$ cat src/rtl/mem_access_stage_pkg.sv
// rtl/mem_access_stage_pkg.sv - shared types and constants for the memory-access stage
package mem_access_stage_pkg;

  localparam int XLEN = 64;
  localparam logic [2:0] ALIGN_MASK = 3'b111;

  typedef enum logic [1:0] {
    IDLE   = 2'd0,
    REQ    = 2'd1,
    WAIT_R = 2'd2
  } mem_state_t;

  typedef struct packed {
    logic            valid;
    logic            mem_read;
    logic            mem_write;
    logic            branch;
    logic            zero;
    logic [XLEN-1:0] alu_result;
    logic [XLEN-1:0] write_data;
    logic [XLEN-1:0] pc_branch;
  } ex_mem_t;

  // Doubleword accesses must have the low three address bits clear.
  function automatic logic is_aligned(input logic [2:0] low_bits);
    return (low_bits & ALIGN_MASK) == 3'b000;
  endfunction

endpackage

$ cat src/rtl/mem_access_stage_flopre.sv
// rtl/mem_access_stage_flopre.sv - enable flip-flop with synchronous reset
module flopre #(
  parameter int WIDTH = 8
) (
  input  logic             clk,
  input  logic             reset,
  input  logic             en,
  input  logic [WIDTH-1:0] d,
  output logic [WIDTH-1:0] q
);

  always_ff @(posedge clk) begin
    if (reset) begin
      q <= '0;
    end else if (en) begin
      q <= d;
    end
  end

endmodule

$ cat src/rtl/mem_access_stage.sv
// rtl/mem_access_stage.sv - LEGv8 memory-access stage: EX/MEM register, data-bus FSM, stall
module mem_access_stage
  import mem_access_stage_pkg::*;
#(
  parameter int N = 64
) (
  input  logic         clk,
  input  logic         reset,
  input  logic         valid_E,
  input  logic         MemRead_E,
  input  logic         MemWrite_E,
  input  logic         Branch_E,
  input  logic [N-1:0] aluResult_E,
  input  logic [N-1:0] writeData_E,
  input  logic         zero_E,
  input  logic [N-1:0] PCBranch_E,
  output logic         stall_M,
  output logic         dm_req,
  output logic         dm_we,
  output logic [N-1:0] dm_addr,
  output logic [N-1:0] dm_wdata,
  input  logic         dm_ready,
  input  logic         dm_rvalid,
  input  logic [N-1:0] dm_rdata,
  output logic         valid_M,
  output logic [N-1:0] aluResult_M,
  output logic [N-1:0] PCBranch_M,
  output logic [N-1:0] readData_M,
  output logic         PCSrc_M,
  output logic         misaligned_M
);

  ex_mem_t    ex_d;
  ex_mem_t    ex_q;
  mem_state_t state_q;
  mem_state_t state_d;
  logic       complete;
  logic       req;
  logic       stall;
  logic       e_mem_op;
  logic       m_aligned;

  always_comb begin
    ex_d            = '0;
    ex_d.valid      = valid_E;
    ex_d.mem_read   = MemRead_E;
    ex_d.mem_write  = MemWrite_E;
    ex_d.branch     = Branch_E;
    ex_d.zero       = zero_E;
    ex_d.alu_result = XLEN'(aluResult_E);
    ex_d.write_data = XLEN'(writeData_E);
    ex_d.pc_branch  = XLEN'(PCBranch_E);
  end

  flopre #(
    .WIDTH($bits(ex_mem_t))
  ) u_ex_mem_reg (
    .clk  (clk),
    .reset(reset),
    .en   (~stall),
    .d    (ex_d),
    .q    (ex_q)
  );

  // Only feeds the state register, so no _E input reaches an output combinationally.
  assign e_mem_op  = valid_E & (MemRead_E | MemWrite_E) & is_aligned(aluResult_E[2:0]);
  assign m_aligned = is_aligned(ex_q.alu_result[2:0]);

  always_ff @(posedge clk) begin
    if (reset) begin
      state_q <= IDLE;
    end else begin
      state_q <= state_d;
    end
  end

  always_comb begin
    state_d  = state_q;
    complete = 1'b0;
    req      = 1'b0;
    case (state_q)
      IDLE: complete = ex_q.valid;
      REQ: begin
        req = 1'b1;
        if (dm_ready) begin
          if (ex_q.mem_read) begin
            state_d = WAIT_R;
          end else begin
            complete = 1'b1;
          end
        end
      end
      WAIT_R: complete = dm_rvalid;
      default: state_d = IDLE;
    endcase
    stall = (state_q != IDLE) & ~complete;
    // The next instruction loads at the completion edge, so a memory op goes straight to REQ.
    if (!stall) begin
      state_d = e_mem_op ? REQ : IDLE;
    end
  end

  assign stall_M      = stall;
  assign valid_M      = complete;
  assign dm_req       = req;
  assign dm_we        = req & ex_q.mem_write & ~ex_q.mem_read;
  assign dm_addr      = req ? N'(ex_q.alu_result) : '0;
  assign dm_wdata     = req ? N'(ex_q.write_data) : '0;
  assign readData_M   = (state_q == WAIT_R && dm_rvalid) ? dm_rdata : '0;
  assign aluResult_M  = N'(ex_q.alu_result);
  assign PCBranch_M   = N'(ex_q.pc_branch);
  assign PCSrc_M      = complete & ex_q.branch & ex_q.zero;
  assign misaligned_M = complete & (ex_q.mem_read | ex_q.mem_write) & ~m_aligned;

endmodule
$ cat config.mk
export PLATFORM = sky130hd
export DESIGN_NAME = mem_access_stage
export DESIGN_NICKNAME = d
export VERILOG_FILES = /design/src/rtl/mem_access_stage_pkg.sv /design/src/rtl/mem_access_stage_flopre.sv /design/src/rtl/mem_access_stage.sv
export SDC_FILE = /design/constraint.sdc
export NUM_CORES = 1
export LEC_CHECK = 0
export BUFFER_PORTS_ARGS = -buffer_cell sky130_fd_sc_hd__buf_2
export CORE_AREA = 5 5 227 229
export CTS_CLUSTER_SIZE = 30
export DETAILED_ROUTE_END_ITERATION = 10
export DIE_AREA = 0 0 232 234
export PLACE_DENSITY = 0.38
export SYNTH_ARGS = -nofsm -noshare
export SYNTH_HDL_FRONTEND = slang
export SYNTH_SLANG_ARGS = --single-unit
$ cat constraint.sdc
create_clock -name clk -period 2.4 [get_ports clk]
set_input_delay 0 -clock clk [delete_from_list [all_inputs] [get_ports clk]]
set_output_delay 0 -clock clk [all_outputs]
set_load 0.02 [all_outputs]
Word-level counts from Yosys, hierarchy flattened:

Index checks and enable logic that the tools add are counted.

* register bits: 199
* input port bits: 265
* output and inout port bits: 326
* logic and storage cells: 40

* equal/unequal tests: 5
* mux-type cells: 12
* bitwise logic cells: 14
* reductions and logical operators: 7

Operator list (number)
* 64-bit 2-to-1 mux: 3
* 1-bit AND: 9
* 3-bit logical NOT: 2
* 2-bit 2-to-1 mux: 3
* 1-bit 2-to-1 mux: 4
* 2-bit one-hot mux with 2 select lines: 1
* 3-bit by 2-bit != test with 1-bit output, second input constant: 1
* 3-bit != test, second input constant: 1
* 1-bit NOT: 3
* 1-bit one-hot mux with 3 select lines: 1
* 3-bit AND reduction: 1
* 2-bit by 1-bit equality test with 1-bit output, second input constant: 1
* 2-bit equality test, second input constant: 1
* 2-bit logical NOT: 1
* 2-bit != test, second input constant: 1
* 1-bit OR: 2
* 2-bit nonzero test: 1
* 2-bit OR reduction: 1
* 1-bit logical AND: 1

Depth between registers and ports, before layout:

Gate-level depths: netlist of run 1.

* depth in word-level cells: 7
* gate-level depth with buffers: 8
* depth with buffers taken out: 5

Cells and area by module:

From an unflattened synthesis of run 1, not the netlist that was laid out.

* cells, all modules: 872
* area, all modules: 8526.9 um^2

By module, submodules not included
* flopre: instances 1, cells an instance 635, area each 7015.5 um^2
* mem_access_stage: instances 1, cells an instance 237, area each 1511.4 um^2

Least setup slack after synthesis of run 1:

No wires, ideal clock.

* kind: register -> output
* start: reg u_ex_mem_reg.q[195]
* end: out misaligned_M
* arrival: 1507 ps
* slack: 893 ps
* cell stages (with the launch flop): 5
* path buffers: 0
* cells stage by stage: dfxtp_1 -> nand2b_1 -> mux2_2 -> o21bai_1 -> nor2b_1

* cells in the longest elaborated chain, start to end: 5
* elaborated cells on any way between the ends: 6
* classes of those cells: mux (3); bitwise (3)

Ends and longest elaborated chain
* start, declared: RTL line mem_access_stage_flopre.sv:9 `output logic [WIDTH-1:0] q`
* start signal, assigned: RTL line mem_access_stage_flopre.sv:14 `q <= '0;`
* start signal, assigned: RTL line mem_access_stage_flopre.sv:16 `q <= d;`
* 1-bit 2-to-1 mux: RTL line mem_access_stage.sv:86 `if (ex_q.mem_read) begin`
* 1-bit 2-to-1 mux: RTL line mem_access_stage.sv:85 `if (dm_ready) begin`
* 1-bit one-hot mux with 3 select lines: RTL line mem_access_stage.sv:81 `case (state_q)`
* net valid_M: RTL line mem_access_stage.sv:25 `output logic valid_M,`
* 1-bit AND (2 in a row): RTL line mem_access_stage.sv:113 `assign misaligned_M = complete & (ex_q.mem_read | ex_q.mem_write) & ~m_aligned;`
* end, declared: RTL line mem_access_stage.sv:30 `output logic misaligned_M`

The timed path passes the listed nets, and every way through them passes these cells.

Worst setup path after layout of run 1:

* start: reg state_q[0]
* end: reg u_ex_mem_reg.q[140]

* cells in the longest elaborated chain, start to end: 4
* elaborated cells on any way between the ends: 7
* classes of those cells: eq/ne (2); mux (1); bitwise (2); reduce/logical (2)

Ends and longest elaborated chain
* start, declared: RTL line mem_access_stage.sv:35 `mem_state_t state_q;`
* start signal, assigned: RTL line mem_access_stage.sv:73 `state_q <= state_d;`
* 2-bit equality test (tied with other cells): RTL line mem_access_stage.sv:81
* 1-bit one-hot mux with 3 select lines: RTL line mem_access_stage.sv:81
* 1-bit NOT: RTL line mem_access_stage.sv:96 `stall = (state_q != IDLE) & ~complete;`
* 1-bit AND (*): RTL line mem_access_stage.sv:96

Mark *: on every way between the ends. The rest lies on a longest branch, timed or not.
A chain may end at the register's enable or synchronous reset.

==> results.cfg, run 1 <==
[clock_tree]
cts_made_buffers = 17
post_cts_resized = 0
tritoncts_clock_tree = yes
clk_latency_ps = 480
clock_transition_at_the_registers_of_the_reported_paths_ps = 80
clock_tree.root_cell = sky130_fd_sc_hd__clkbuf_16
ctsLongestPathBuffers = 2
clock-sinks = 199
htree_levels = 4

[synthesis]
ys_async_sr_fraction_pct = 0
synth_top_flop_cell = sky130_fd_sc_hd__dfxtp_1
count_of_flip_flops_with_a_built_in_enable_after_synthesis = 0
syn-mean-instance-area_um2 = 7.55
seq_area_frac_synth_pct = 43.2
synth.lib_cells_used.distinct = 23
gate_count_post_synth = 1220
syn-num-nets = 1485
yosys_warnings = 0
number_of_storage_elements_in_the_synthesis_netlist = 199
synth.cell_area_um2 = 9210

[pwr]
p_sw_w = 0.00209
p_int_w = 0.00576
clkPwrFrac_pct = 38.9
fin_total_pwr_w = 0.00785
seq_power_share_pct = 46.0
netSwitchingFraction_pct = 26.6
cellPowerDensity_nw_per_um2 = 536
power.static_leakage_nw = 7.54
vdd.ir_drop.worst_uv = 427
power_frac_comb_pct = 15.1

[timing]
setup_violations = 0
whs_ps = 299
upper_clock_frequency_limit_ghz = 0.463
max_slew.worst_pin.slew_ps = 588
fin_worst_skew_ps = 14.4
grt_setup_unrepaired = no
finalHoldViolCount = 0
period_needed_ps = 2160
drv_slew = 0
layout_worst_path_cycle_share_pct = 90.1
fin_setup_tns_ps = 0
maxSlewHeadroom_pct = 60.8

[grt]
groute.usage.overall_pct = 13.0
grt.overflow.total = 0
antenna_violations_before_repair = 2
first_global_vias = 9363
grt_first_pass_wirelength_mm = 55.1
maximum_number_of_pins_on_one_net_before_global_route_repair = 133

[critical_path]
crit_path_top_delay_cell = sky130_fd_sc_hd__dlygate4sd3_1
critPathArrivalTime_ps = 2580
setup.worst_path.start_class = flop
timing.setup.critical_path_class = reg2reg
worstPathRequired_ps = 2820
critical_path_peak_fanout = 55
crit_chain = nand2b_1 > a22oi_2 > buf_4 > inv_6 > buf_12 > nand2_1 > a21oi_1 > dlygate4sd3_1
slowest_delay_ps = 570
critical_path_end_type = flop

[die]
die_wd_um = 232
design.portCount = 591
initial_utilization_pct = 18.6
full_die_area_um2 = 54300
core_area_um2 = 49500
rows = 82
chipHeight_um = 234

[final_layout]
synthesis_to_layout_area_growth_pct = 59.1
regArea_um2 = 3980
layout.filler_cells = 5479
final_layout_size_suffix_gt1_share_pct = 34.3
final_nets = 2116
multi_input_comb_area_um2 = 3810

[drt]
route.detailed.wl_per_inst_um = 14.9
drtIter0Drc = 326
drc_errors = 0
routed-via-count = 9781
antenna_left = 0
route.detailed.vias_per_inst = 3.85
route.final.wire_length_mm = 37.8
detailedRoute.firstPassIterationCount = 4

[place]
gpl.final_weighted_congestion = 0.717
hpwl_mm = 27.1
numPortBuffers = 590

[run]
maxCapViolations = 0

[worst_hold_path]
min-delay-path-class = in2reg

[outcome]
result_of_the_run = completed
state kept, by name, summed over array words and instances (netlist names):
name and count:
state_q 2, u_ex_mem_reg.q 197
cells by family (layout without fill, tap and decap cells):
| group | after synthesis | count (layout) | synth area share (%) |
|---|---|---|---|
| AND/OR/NAND/NOR | 601 | 601 | 29.9 |
| buffers and inverters | 217 | 861 | 15.6 |
| AO/OA/AOI/OAI | 202 | 202 | 11.1 |
| flip-flops | 199 | 199 | 43.2 |
| multiplexers | 1 | 1 | 0.122 |
| other | 0 | 2 | 0 |
through the flow:
stage	area, um^2	util (%)	cells	setup slack [ps]
6_report	14700	29.6	2538	238
5_1_grt	14600	29.6	2536	134
4_1_cts	14600	29.6	2534	25.3
3_5_place_dp	11800	23.9	2280	514
3_3_place_gp	11800	23.9	2280	538
2_1_floorplan	9210	-	1220	893
repair_timing:
item                       4_1_cts  5_1_grt
setup endpoints to repair        0       20
hold endpoints to repair       199        0
hold buffers                   222        0
setup buffers                    0        2
final timing paths:
| path | cells past startpoint | slack, ps | end | start |
|---|---|---|---|---|
| worst min register to register | 2 | 450 | u_ex_mem_reg.q[119] | u_ex_mem_reg.q[119] |
| worst max register to register | 8 | 240 | u_ex_mem_reg.q[140] | state_q[0] |
| worst min-delay path | 4 | 300 | u_ex_mem_reg.q[48] | PCBranch_E[48] |
| worst max-delay path | 8 | 240 | u_ex_mem_reg.q[140] | state_q[0] |
power groups by stage:
stage / Sequential, W / Combinational, W / Clock (W)
final: 0.00361 / 0.00118 / 0.00306
after global routing: 0.00364 / 0.00129 / 0.00334
after CTS: 0.00361 / 0.00120 / 0.00324
after detailed placement: 0.00369 / 0.000901 / 0
after global placement: 0.00368 / 0.000893 / 0
after floorplan: 0.00365 / 0.000629 / 0
metal layers:
metal | vias up | share of wire (%) | global-route usage (%)
met1 | 4484 | 42 | 16.0
met3 | 25 | 7.9 | 5.01
met4 | 2 | 1.2 | 3.58
met2 | 309 | 48 | 21.4
met5 | - | 0.034 | 0
li1 | 4961 | - | -
critical path: cells and delay by family, from the launching register on:
kind | cells | cell delay (ps)
AO/OA/AOI/OAI | 2 | 240
buffers and inverters | 4 | 1110
AND/OR/NAND/NOR | 2 | 300
flip-flops | 1 | 410
cell usage in the layout, fill, tap and decap left out, types with 2 or more instances in the layout:
cell type                         n
sky130_fd_sc_hd__bufinv_16        3
sky130_fd_sc_hd__clkinv_2         6
sky130_fd_sc_hd__clkinv_4         2
sky130_fd_sc_hd__diode_2          2
sky130_fd_sc_hd__buf_2          589
sky130_fd_sc_hd__nand2b_1         2
sky130_fd_sc_hd__nor2_1           4
sky130_fd_sc_hd__dlygate4sd3_1  222
sky130_fd_sc_hd__nand2_1        395
sky130_fd_sc_hd__a21oi_1        197
sky130_fd_sc_hd__inv_6            2
sky130_fd_sc_hd__buf_12           9
sky130_fd_sc_hd__buf_4            5
sky130_fd_sc_hd__and2_1         192
sky130_fd_sc_hd__inv_1            2
sky130_fd_sc_hd__clkbuf_16       17
sky130_fd_sc_hd__nand3_1          2
sky130_fd_sc_hd__dfxtp_1        199
cell usage after synthesis, types with 2 or more instances:
master / instances / area, um^2
sky130_fd_sc_hd__nand3_1: 2 / 10.0
sky130_fd_sc_hd__inv_1: 2 / 7.51
sky130_fd_sc_hd__clkbuf_1: 42 / 158
sky130_fd_sc_hd__and2_1: 192 / 1200
sky130_fd_sc_hd__nor2b_1: 2 / 12.5
sky130_fd_sc_hd__a21oi_1: 197 / 986
sky130_fd_sc_hd__nand2_1: 395 / 1480
sky130_fd_sc_hd__nand2b_1: 2 / 12.5
sky130_fd_sc_hd__buf_4: 154 / 1160
sky130_fd_sc_hd__buf_2: 15 / 75.1
sky130_fd_sc_hd__nor2_1: 5 / 18.8
sky130_fd_sc_hd__buf_6: 3 / 33.8
sky130_fd_sc_hd__dfxtp_1: 199 / 3980
final cells by class:
cell class                      instances  share of cell area (%)
Tap cell                              672                    5.74
Antenna cell                            2                  0.0342
Sequential cell                       199                    27.2
Timing Repair Buffer                  826                    36.8
Clock buffer                           19                    3.02
Multi-Input combinational cell        804                    26.0
Inverter                                3                   0.111
Clock inverter                         13                    1.05
(Power assumes the default switching activity.)
==> inputs of run 2 (changes only) <==
BUFFER_PORTS_ARGS = -buffer_cell sky130_fd_sc_hd__clkbuf_2   (was -buffer_cell sky130_fd_sc_hd__buf_2)
==> run 2 against run 1 <==
Maximum frequency rose by 4.4%. Non-clock buffer count shrank 18. Cell count down 0.79%. Sequential power barely moved. Critical path depth is 3 lower. Largest power group unchanged. Die area unchanged. Core utilization decreased by 0.40 points. Sequential share of layout area increased by 0.38 points.
==> results.cfg, run 2 (synthesized netlist as in run 1, its figures left out) <==
[clock_tree]
cts_made_buffers = 17
clk_latency_ps = 490
tritoncts_clock_tree = yes
post_cts_resized = 0
clock-sinks = 199
htree_levels = 4
ctsLongestPathBuffers = 2
clock_tree.root_cell = sky130_fd_sc_hd__clkbuf_16
clock_transition_at_the_registers_of_the_reported_paths_ps = 80

[drt]
drc_errors = 0
route.detailed.vias_per_inst = 3.83
detailedRoute.firstPassIterationCount = 4
routed-via-count = 9654
antenna_left = 0
route.detailed.wl_per_inst_um = 14.9
drtIter0Drc = 285
route.final.wire_length_mm = 37.6

[pwr]
cellPowerDensity_nw_per_um2 = 542
vdd.ir_drop.worst_uv = 428
fin_total_pwr_w = 0.00783
power.static_leakage_nw = 7.24

[worst_hold_path]
min-delay-path-class = in2reg

[final_layout]
largest_registers = u_ex_mem_reg.q (197), state_q (2)
most-common-layout-cells = sky130_fd_sc_hd__clkbuf_2, sky130_fd_sc_hd__nand2_1, sky130_fd_sc_hd__dlygate4sd3_1
top_register = u_ex_mem_reg.q
synthesis_to_layout_area_growth_pct = 56.9
final_nets = 2098
final_common_cell = sky130_fd_sc_hd__clkbuf_2
largest_register_ff_count = 197
final_layout_size_suffix_gt1_share_pct = 34.7
layout.filler_cells = 5486

[critical_path]
setup.worst_path.start_class = flop
worstPathRequired_ps = 2400
critical_path_end_type = output port
critical_path_peak_fanout = 64
timing.setup.critical_path_class = reg2out
reg2reg_setup_slack_ps = 410
critPathArrivalTime_ps = 2070

[timing]
finalHoldViolCount = 0
maxSlewHeadroom_pct = 66.0
layout_worst_path_cycle_share_pct = 86.3
setup_violations = 0
grt_setup_unrepaired = no
period_needed_ps = 2070
drv_slew = 0
max_slew.worst_pin.slew_ps = 510
upper_clock_frequency_limit_ghz = 0.483
fin_worst_skew_ps = 12.2
fin_setup_tns_ps = 0

[grt]
first_global_vias = 9306
maximum_number_of_pins_on_one_net_before_global_route_repair = 131
groute.usage.overall_pct = 12.9
grt.overflow.total = 0
antenna_violations_before_repair = 1
grt_first_pass_wirelength_mm = 54.7

[outcome]
result_of_the_run = completed

[run]
maxCapViolations = 0

[place]
numPortBuffers = 590
hpwl_mm = 27.7
gpl.final_weighted_congestion = 0.731

[die]
rows = 82
die_wd_um = 232
initial_utilization_pct = 18.6
design.portCount = 591
core_area_um2 = 49500
full_die_area_um2 = 54300
chipHeight_um = 234
==> run 2: changes by cell type in the layout (fill, tap and decap cells not counted), sizes merged <==
cell | previous run | this run
clkbuf | 19 | 609
buf | 604 | 17
dlygate4sd3 | 222 | 202
clkinv | 8 | 5
clkinvlp | 1 | 2
diode | 2 | 1
==> run 2: final timing paths <==
check | cells past startpoint | endpoint | start
min | 4 | u_ex_mem_reg.q[44] | PCBranch_E[44]
min reg2reg | 2 | u_ex_mem_reg.q[116] | u_ex_mem_reg.q[116]
max | 5 | readData_M[14] | state_q[0]
max reg2reg | 6 | state_q[1] | state_q[0]
==> run 2: where the power goes <==
part,switching (W),internal (W)
Sequential,0.000123,0.00350
Clock,0.00139,0.00166
Combinational,0.000581,0.000577
==> run 2: metrics by stage <==
stage                     instances  utilization, %  cell area, um^2  setup WS, ps  hold slack, ps
after global placement         2283            23.9            11800           453             223
final                          2518            29.2            14500           330             274
after detailed placement       2283            23.9            11800           478             227
after floorplan                1220               -             9210           893             136
after global routing           2518            29.2            14500           167             260
after CTS                      2516            29.2            14400          5.20             208
==> run 2: final cells by class <==
type / instances / area [um^2] / share of cell area, %
antenna: 1 / 2.50 / 0.0173
multi-input combinational: 804 / 3810 / 26.4
timing repair buffer: 808 / 5200 / 36.0
clock inverter: 11 / 150 / 1.04
tap: 672 / 841 / 5.82
sequential: 199 / 3980 / 27.6
clock buffer: 20 / 447 / 3.09
inverter: 3 / 16.3 / 0.113
==> run 2: per-layer routing <==
| layer | up-vias | global-route usage [%] | part of all wire, % | wire, um |
|---|---|---|---|---|
| met5 | - | 0 | 0 | 0 |
| met4 | 0 | 3.99 | 1.4 | 545 |
| met3 | 30 | 4.89 | 8.7 | 3280 |
| met2 | 319 | 20.7 | 47 | 17600 |
| met1 | 4393 | 16.2 | 43 | 16200 |
| li1 | 4912 | - | - | - |
==> run 2: repair_timing <==
| item | 4_1_cts | 5_1_grt |
|---|---|---|
| endpoints found under the setup margin | 0 | 1 |
| hold buffers | 202 | 0 |
| endpoints found under the hold margin | 199 | 0 |
| buffers inserted | 0 | 1 |
==> run 2: worst max-delay path, cell delays in order (launching register included) <==
cell and delay, ps:
sky130_fd_sc_hd__dfxtp_1 350, sky130_fd_sc_hd__nand2b_1 220, sky130_fd_sc_hd__nor2_4 110, sky130_fd_sc_hd__buf_4 400, sky130_fd_sc_hd__and2_1 290, sky130_fd_sc_hd__clkbuf_2 200
==> inputs of run 3 (changes only) <==
CORE_AREA = 5 5 226 228   (was 5 5 227 229)
DIE_AREA = 0 0 231 233   (was 0 0 232 234)
PLACE_DENSITY = 0.4   (was 0.38)
clock period = 1.8 ns   (was 2.4 ns; I/O delays follow)
==> run 3 against run 2 <==
Via count increased by 5.2%. Design area rose by 15%. Sequential cell count stayed put. Worst hold slack better by 7.7 ps. Total power up 33%. Sequential power increased by 33%. Register-to-register slack got worse by 320 ps. Worst setup slack worse by 320 ps. Core utilization up 4.8 points. Cell count shrank 0.28%. Largest power group unchanged. Clock power rose by 28%.
==> results.cfg, run 3 (synthesized netlist as in run 1, its figures left out) <==
[timing]
whs_ps = 282
grt_setup_unrepaired = yes
layout_worst_path_cycle_share_pct = 99.6
drv_slew = 0
upper_clock_frequency_limit_ghz = 0.558
max_slew.worst_pin.slew_ps = 488
finalHoldViolCount = 0
setup_violations = 0
maxSlewHeadroom_pct = 67.5
fin_worst_skew_ps = 17.8
period_needed_ps = 1790

[clock_tree]
clock-sinks = 199
htree_levels = 4
cts_made_buffers = 17
clk_latency_ps = 490
clock_tree.root_cell = sky130_fd_sc_hd__clkbuf_16
ctsLongestPathBuffers = 2
clock_transition_at_the_registers_of_the_reported_paths_ps = 70
tritoncts_clock_tree = yes

[die]
design.portCount = 591
die_wd_um = 231
full_die_area_um2 = 53800
rows = 81
initial_utilization_pct = 18.9
core_area_um2 = 48600
chipHeight_um = 233

[final_layout]
largest_registers = u_ex_mem_reg.q (197), state_q (2)
stdcell_count = 2511
layout.filler_cells = 5128
final_common_cell = sky130_fd_sc_hd__clkbuf_2
largest_register_ff_count = 197
top_register = u_ex_mem_reg.q
final_layout_size_suffix_gt1_share_pct = 41.1
synthesis_to_layout_area_growth_pct = 79.7
most-common-layout-cells = sky130_fd_sc_hd__clkbuf_2, sky130_fd_sc_hd__nand2_1, sky130_fd_sc_hd__dlygate4sd3_1
final_nets = 2139

[drt]
drc_errors = 0
route.final.wire_length_mm = 42.8
routed-via-count = 10155
route.detailed.vias_per_inst = 4.04
route.detailed.wl_per_inst_um = 17.0
antenna_left = 0
detailedRoute.firstPassIterationCount = 4
drtIter0Drc = 367

[pwr]
p_sw_w = 0.00285
vdd.ir_drop.worst_uv = 638
p_int_w = 0.00755
power_frac_comb_pct = 16.0
cellPowerDensity_nw_per_um2 = 628
netSwitchingFraction_pct = 27.4
power.static_leakage_nw = 8.03
clkPwrFrac_pct = 37.6
seq_power_share_pct = 46.4

[outcome]
result_of_the_run = completed

[worst_hold_path]
hold_end = u_ex_mem_reg.q[50]
min-delay-path-class = in2reg
min_delay_path_depth = 4
hold_path_startpoint = PCBranch_E[50]

[critical_path]
regToRegStartpoint = state_q[0]
path_depth_of_the_worst_reg2reg_path = 8
critical_path_end_type = output port
critPathArrivalTime_ps = 1790
timing.setup.critical_path_class = reg2out
setup.worst_path.start_class = flop
worst_r2r_endpoint = u_ex_mem_reg.q[22]
critical_path_peak_fanout = 19
reg2reg_setup_slack_ps = 90
worstPathRequired_ps = 1800

[grt]
maximum_number_of_pins_on_one_net_before_global_route_repair = 64
first_global_vias = 10282
groute.usage.overall_pct = 14.4
grt_first_pass_wirelength_mm = 60.6
grt.overflow.total = 0
antenna_violations_before_repair = 9

[place]
numPortBuffers = 590
hpwl_mm = 28.0
placed_instances = 2250
gpl.final_weighted_congestion = 0.836

[run]
maxCapViolations = 0
[run 3: changes by cell type in the layout (fill, tap and decap cells not counted), moves of 9 or more]
cell and change:
sky130_fd_sc_hd__and2_4 +84, sky130_fd_sc_hd__clkbuf_2 -191, sky130_fd_sc_hd__buf_6 +74, sky130_fd_sc_hd__and2_1 -84
sky130_fd_sc_hd__buf_16 +9, sky130_fd_sc_hd__buf_8 +23, sky130_fd_sc_hd__buf_4 +48, sky130_fd_sc_hd__clkbuf_8 +57
[run 3: timing repair]
action                                 4_1_cts  5_1_grt
gates cloned                                 8        6
buffers inserted                            10        3
setup endpoints to repair                  197      196
hold buffers                               200        0
pin swaps                                   13       20
endpoints found under the hold margin      199        0
gates resized for setup                    266      315
[run 3: power groups by stage]
stage	Combinational, W	Sequential, W	Clock, W
2_1_floorplan	0.000839	0.00486	0
3_3_place_gp	0.00121	0.00491	0
3_5_place_dp	0.00122	0.00492	0
4_1_cts	0.00165	0.00482	0.00412
5_1_grt	0.00182	0.00486	0.00425
6_report	0.00167	0.00482	0.00391
[run 3: layout make-up]
type / instances / area [um^2] / area share, %
well taps: 622 / 778 / 4.70
repair buffers: 849 / 7130 / 43.1
multi-input cells: 804 / 4070 / 24.6
clock buffers: 20 / 437 / 2.64
flip-flops and latches: 199 / 3990 / 24.1
clock inverters: 12 / 125 / 0.756
diodes: 2 / 5.00 / 0.0302
inverters: 3 / 25.0 / 0.151
[run 3: through the flow]
step                      TNS, ps  util [%]  cell area (um^2)  setup slack, ps  total power [W]
after floorplan                 0         -              9210              293          0.00570
after global placement          0      24.5             11900              176          0.00612
after detailed placement        0      24.5             11900              126          0.00614
after CTS                   -5690      32.5             15800            -77.2           0.0106
after global routing        -6900      34.0             16600            -97.0           0.0109
final                           0      34.0             16600             7.71           0.0104
[run 3: layer usage]
| layer | global-route usage [%] | wire length (um) | vias up | part of all wire [%] |
|---|---|---|---|---|
| li1 | - | - | 5014 | - |
| met1 | 17.4 | 17500 | 4707 | 41 |
| met2 | 24.3 | 21100 | 370 | 49 |
| met3 | 4.88 | 3240 | 60 | 7.6 |
| met4 | 4.62 | 891 | 4 | 2.1 |
| met5 | 0 | 22 | - | 0.051 |
[run 3: worst max-delay path, stage by stage (launching register included)]
cell and delay (ps):
sky130_fd_sc_hd__dfxtp_2 340, sky130_fd_sc_hd__buf_6 110, sky130_fd_sc_hd__nor2b_4 170, sky130_fd_sc_hd__buf_6 170
sky130_fd_sc_hd__buf_16 180, sky130_fd_sc_hd__and2_1 180, sky130_fd_sc_hd__clkbuf_8 150
[run 3: worst max-delay path by stage]
| stage | start | end | slack, ps | cells past startpoint |
|---|---|---|---|---|
| floorplan | u_ex_mem_reg.q[195] | misaligned_M | 290 | 4 |
| global placement | state_q[0] | u_ex_mem_reg.q[64] | 180 | 6 |
| detailed placement | state_q[0] | u_ex_mem_reg.q[80] | 130 | 6 |
| CTS | state_q[0] | dm_wdata[4] | -80 | 6 |
| global route | state_q[0] | dm_addr[41] | -100 | 6 |
| finish | state_q[0] | dm_addr[41] | 8 | 6 |
